[src/rtl/sha_msg_sched.sv]
// SHA-256 message-schedule generator.
// Captures one 512-bit block and streams W_0..W_(NUM_ROUNDS-1) over a
// valid/ready handshake. A 16-word window holds W_t..W_(t+15). Each accepted
// word shifts the window by one and appends W_(t+16).
module sha_msg_sched #(
  parameter int NUM_ROUNDS = 64
) (
  input  logic         clk,
  input  logic         reset,
  input  logic         en,
  input  logic [511:0] block_i,
  output logic         busy,
  output logic [31:0]  w_o,
  output logic [5:0]   t_o,
  output logic         w_valid,
  input  logic         w_ready,
  output logic         done
);

  typedef enum logic [0:0] {IDLE, RUN} state_t;

  localparam logic [5:0] T_LAST = 6'(NUM_ROUNDS - 1);

  state_t      state_reg;
  logic [31:0] win_reg  [16];
  logic [31:0] win_next [16];
  logic        capture;
  logic        advance;
  logic [31:0] sched_next;

  function automatic logic [31:0] rotr(input logic [31:0] x, input int unsigned n);
    return (x >> n) | (x << (32 - n));
  endfunction

  function automatic logic [31:0] sig0(input logic [31:0] x);
    return rotr(x, 7) ^ rotr(x, 18) ^ (x >> 3);
  endfunction

  function automatic logic [31:0] sig1(input logic [31:0] x);
    return rotr(x, 17) ^ rotr(x, 19) ^ (x >> 10);
  endfunction

  assign capture = (state_reg == IDLE) && en;
  assign advance = (state_reg == RUN) && w_valid && w_ready;

  // win_reg[k] holds W_(t+k). This is the schedule word 16 positions past the current output.
  assign sched_next = sig1(win_reg[14]) + win_reg[9] + sig0(win_reg[1]) + win_reg[0];

  generate
    for (genvar gi = 0; gi < 16; gi++) begin : g_win
      if (gi < 15) begin : g_shift
        assign win_next[gi] = capture ? block_i[511-32*gi -: 32] :
                              advance ? win_reg[gi+1] : win_reg[gi];
      end else begin : g_tail
        assign win_next[gi] = capture ? block_i[31:0] :
                              advance ? sched_next : win_reg[gi];
      end
    end
  endgenerate

  // Window register: cleared on reset, otherwise follows the load/shift/hold mux.
  always_ff @(posedge clk or negedge reset) begin
    if (!reset) begin
      for (int i = 0; i < 16; i++) win_reg[i] <= '0;
    end else begin
      for (int i = 0; i < 16; i++) win_reg[i] <= win_next[i];
    end
  end

  // Control FSM with registered outputs. done is a single-cycle pulse.
  always_ff @(posedge clk or negedge reset) begin
    if (!reset) begin
      state_reg <= IDLE;
      busy      <= 1'b0;
      w_valid   <= 1'b0;
      done      <= 1'b0;
      w_o       <= '0;
      t_o       <= '0;
    end else begin
      done <= 1'b0;
      case (state_reg)
        IDLE: begin
          if (en) begin
            w_o       <= block_i[511:480];
            t_o       <= '0;
            w_valid   <= 1'b1;
            busy      <= 1'b1;
            state_reg <= RUN;
          end
        end
        RUN: begin
          if (w_valid && w_ready) begin
            if (t_o == T_LAST) begin
              w_valid   <= 1'b0;
              busy      <= 1'b0;
              done      <= 1'b1;
              state_reg <= IDLE;
            end else begin
              t_o <= t_o + 6'd1;
              w_o <= win_reg[1];
            end
          end
        end
        default: state_reg <= IDLE;
      endcase
    end
  end

endmodule
[config.mk]
export PLATFORM = sky130hd
export DESIGN_NAME = sha_msg_sched
export DESIGN_NICKNAME = d
export VERILOG_FILES = /design/src/rtl/sha_msg_sched.sv
export SDC_FILE = /design/constraint.sdc
export NUM_CORES = 2
export LEC_CHECK = 0
export CAP_MARGIN = 20
export CELL_PAD_IN_SITES_DETAIL_PLACEMENT = 2
export CELL_PAD_IN_SITES_GLOBAL_PLACEMENT = 2
export CORE_UTILIZATION = 28
export DETAILED_ROUTE_END_ITERATION = 7
export GPL_ROUTABILITY_DRIVEN = 0
export PLACE_DENSITY = 0.89
export SETUP_SLACK_MARGIN = 0.5
export SLEW_MARGIN = 40
export SYNTH_ARGS = -nofsm -noshare
export SYNTH_HDL_FRONTEND = slang
export SYNTH_SLANG_ARGS = --single-unit
[constraint.sdc]
create_clock -name clk -period 3.8 [get_ports clk]
set_input_delay 0.38 -clock clk [delete_from_list [all_inputs] [get_ports clk]]
set_output_delay 0.38 -clock clk [all_outputs]
set_load 0.05 [all_outputs]
==> Word-level counts from Yosys, hierarchy flattened <==
Index checks and enable logic that the tools add are counted.
{ "word_totals": {"reg_bits": 553, "out_inout_bits": 41, "word_cells": 97} }
{ "op_classes": {"addsub": 4, "n_eq_ne": 5, "muxes": 51, "bitwise": 9, "reduce_logical": 7} }
{ "op_table": {"columns": ["cell", "n"], "rows": [
  ["$mux 32", 35],
  ["$add 32x32->32", 3],
  ["$pmux 32 s2", 1],
  ["$xor 32x32->32", 2],
  ["$or 13x32->32", 1],
  ["$or 14x32->32", 1],
  ["$or 15x32->32", 1],
  ["$or 25x32->32", 1],
  ["$xor 32x22->32", 1],
  ["$xor 32x29->32", 1],
  ["$mux 6", 3],
  ["$pmux 6 s2", 1],
  ["$mux 1", 9],
  ["$add 6x1->6 const B", 1],
  ["$eq 6x6->1 const B", 1],
  ["$reduce_and 3->1", 2],
  ["$logic_and 1x1->1", 4],
  ["$ne 2x1->1 const B", 2],
  ["$ne 2x2->1 const B", 2],
  ["$pmux 1 s2", 2],
  ["$reduce_bool 2->1", 1],
  ["$not 1->1", 1]
]} }

==> Depth between registers and ports, before layout <==
{ "depth": {"word_depth": 8, "depth_mapped": 17} }

==> Least setup slack after synthesis <==
Ideal clock, no wire load.
{ "synth_timing": {"kind": "register to register", "from": "register win_reg[50] (netlist bit)", "to": "register win_reg[25] (netlist bit)", "setup_time_ns": 0.129, "t_arrival_ns": 3.561, "t_required_ns": 3.671, "slack_ns": 0.110, "path_stages_with_launch": 17, "path_buffers": 1, "period_less_slack_ns": 3.690, "cell_sequence": "dfrtp_1 > clkbuf_1 > xor2_1 > xnor2_1 > fa_1 > fa_1 > inv_1 > ha_1 > inv_1 > fa_1 > nor2b_4 > o2111ai_1 > a21oi_2 > o211ai_1 > a21oi_1 > mux2i_1 > nand3_1"} }
{ "synth_via": {"elab_chain_cells": 8} }
{ "synth_lines": {"columns": ["item", "line", "rtl"], "rows": [
  ["start, declared", "25", "logic [31:0] win_reg [16];"],
  ["$or 15x32->32", "32", "return (x >> n) | (x << (32 - n));"],
  ["$xor 32x32->32", "40", "return rotr(x, 17) ^ rotr(x, 19) ^ (x >> 10);"],
  ["$xor 32x22->32 *", "40", null],
  ["$add 32x32->32 * (3 in series)", "47", "assign sched_next = sig1(win_reg[14]) + win_reg[9] + sig0(win_reg[1]) + win_reg[0];"],
  ["$mux 32 *", "56", "advance ? sched_next : win_reg[gi];"],
  ["$mux 32 *", "55", "assign win_next[gi] = capture ? block_i[31:0] :"]
]} }
Mark *: on every way between the ends. The rest lies on a longest branch, timed or not. The select of a mux whose other input is x is not followed.
A chain may end at the register's enable or synchronous reset.

==> Worst setup path after layout <==
{ "layout_timing": {"from": "register win_reg[51] (netlist bit)", "to": "register win_reg[15] (netlist bit)"} }
{ "layout_via": {"elab_chain_cells": 8, "elab_cells_between_ends": 9, "classes_between": "add/sub (3); mux (2); bitwise (4)"} }
{ "layout_lines": {"columns": ["item", "line"], "rows": [
  ["$or 13x32->32 / $or 15x32->32 (equally long branches)", "32"],
  ["$xor 32x32->32", "40"],
  ["$xor 32x22->32 *", "40"],
  ["$add 32x32->32 * (3 in series)", "47"],
  ["$mux 32 *", "56"],
  ["$mux 32 *", "55"]
]} }
Marked as above.

==> summary.txt <==
Status - finished with violations
Failing checks - setup timing
Final setup TNS - -4.98 ns
Final period util - 110%
Max FFs per register - 512
Leading area contributor after synthesis - dfrtp_1
Vias/cell - 5.40
Register area - 0.0139 mm2
Type of the worst setup path - flip-flop to flip-flop
CTS tree - yes
Utilization after layout - 39.3%
Rel. slew slack - 48.0%
Setup repair after global routing missed its margin - true
Post-synth EDFFs - 0
First-pass GRT wire length - 221 mm
Clock transition at path regs - 0.06 ns
Max capacitance violation total - 0
1st-iter DRT viols - 2,497
Final hold vios - 0
Crit-path cells - buf_4 > xnor2_2 > xnor2_1 > fa_2 > inv_2 > fa_1 > inv_2 > ha_4 > inv_2 > fa_2 > nor2b_4 > o2111ai_4 > a21oi_4 > buf_4 > nor3_4 > xnor2_1 > nand2_1 > a21oi_2
Area post-placement - 0.0364 mm2
Actual slew at the worst max-slew pin - 0.778 ns
Die height - 324 um
CP arrival - 4.74 ns
DRT antenna net count - 0
Syn Nets - 4,163
Fin nets - 4,646
CP max FO - 4
Final Max Tran Viols - 0
Hold Worst Slack - 0.255 ns
Hold/Removal Path Class - primary input to async pin
Worst path top cell family by delay - adder cells
Cell Area, Synth - 0.0290 mm2
Worst Setup End Kind - flip-flop
Initial antenna violation count - 32
Setup Viol. Count Final - 24
Initial Util - 28.4%
Register area share after synthesis - 47.7%
1st-pass router iterations - 5
Synth cell types - 58
Count leader, synth - nand2_1
Num CTS Buffers - 70
Number of global-route vias before repair - 32,061
Gr usage total - 29.0%
Syn_area_per_cell - 8.17 um2
Core area - 0.102 mm2
Post-Route Skew - 0.0337 ns
Top post-synthesis cells by area - dfrtp_1, nand2_1, a31oi_1
Clock tree buffer depth - 3
Largest net degree at the start of global routing - 143
Footprint of the multi-input gates - 0.0146 mm2
Worst path most repeated cell - inv_2
Layout cells sized above 1 - 10.5%
FFs w/ async S/R, synth - 100%
Max stage delay on crit path - 0.44 ns
Die W - 324 um
Rows - 117
# IOs - 557
Fillcell total - 11,171
Remaining routing DRC violations - 0
Dominant synthesized flop cell - dfrtp_1
Req. time, crit path - 4.37 ns
CTS sink cnt - 553
Peak Freq - 239 MHz
Post-route cell area - 0.0401 mm2
Port bufs - 556
Post-synth top area share - 47.7%
Via count - 29,611
Syn. warnings - 0
Drt total wl - 160 mm
Crit path launch type - flip-flop
Syn Inst Count - 3,553
CTS H-tree lvls - 3
Die Footprint - 0.105 mm2
Tmin final - 4.18 ns
Commonest cells in the netlist - nand2_1, nor2_1, dfrtp_1
Wirelength per Cell - 29.2 um
Gr ovfl total - 0
Slowest-stage cell, CP - fa_1
Worst skew pair latency - 0.66 ns
Fin worst setup slack - -0.377 ns
Synth Register Bits - 553
Worst path buffer plus inverter count - 5
Syn-to-layout area delta - 38.3%
Root Buffer - clkbuf_16
Dpl hpwl - 111 mm
area by class of cell:
type,instances,area share (%)
antenna,25,0.156
clock buffer,102,5.12
clock inverter,22,0.717
inverter,127,1.19
multi-input combinational,2575,36.3
sequential,553,34.5
tap,1368,4.27
timing repair buffer,709,17.7
worst paths after layout:
kind	start	endpoint	slack, ns	cells after the start
setup reg to reg	win_reg[51]	win_reg[15]	-0.38	18
min in group clk	block_i[95]	win_reg[95]	0.29	3
max in group asynchronous	reset	win_reg[138]	2.25	4
setup / recovery	win_reg[51]	win_reg[15]	-0.38	18
hold / removal	reset	win_reg[411]	0.26	2
hold reg to reg	w_o[5]	w_o[5]	0.50	2
cell usage in the layout, fill, tap and decap left out, drive strengths merged, types with 3 or more instances in the layout:
cell,instances
ha,32
o21ai,43
a211oi,4
a31oi,490
or3,4
a21o,9
bufinv,6
clkdlybuf4s50,555
o211ai,5
inv,130
nand4,9
fa,62
diode,25
and2,5
o22ai,34
a21oi,46
nand2,1021
mux2i,6
buf,153
nand3,9
a22oi,4
a2bb2oi,8
clkbuf,102
nor3,9
xor2,55
o21a,5
and3,5
dfrtp,553
o2111ai,3
xnor2,86
clkinv,11
nor2b,4
nor2,591
repair_timing:
item | in CTS | in global routing
setup buffers | 21 | 21
pin swaps | 56 | 67
hold buffers | 1 | 0
setup endpoints to repair | 29 | 29
endpoints found under the hold margin | 41 | 0
resized for setup | 137 | 73
gates cloned | 0 | 0
worst reg2reg max path: cells and delay by family, from the launching register on:
kind | cells | cell delay [ns]
xor+xnor | 3 | 0.57
simple gates | 3 | 0.35
fa+ha+maj | 4 | 1.33
compound gates | 3 | 0.87
buf+inv | 5 | 0.56
flops | 1 | 0.42
kinds of logic after synthesis:
logic type               synth area share, %
AO/OA/AOI/OAI                           14.5
XOR/XNOR                                4.26
adder cells (fa/ha/maj)                 5.66
buffers and inverters                   5.65
flip-flops                              47.7
multiplexers                           0.207
AND/OR/NAND/NOR                         22.1
per-layer routing:
metal / GRT usage, % / vias to the layer above / wire length, um
met3: 6.06 / 522 / 10700
met5: 0 / - / 116
met4: 19.3 / 18 / 12600
met1: 34.4 / 15099 / 61200
met2: 47.5 / 1289 / 75100
li1: - / 12683 / -
metrics by stage:
step                      instances  worst slack (ns)
after floorplan                3553             0.285
after global placement         5288            0.0177
after detailed placement       5289            -0.201
after CTS                      5435            0.0137
after global routing           5478            -0.430
final                          5481            -0.377
Power is not shown: default switching activity piles up to over one toggle a cycle in this logic, so the estimate is an artifact.
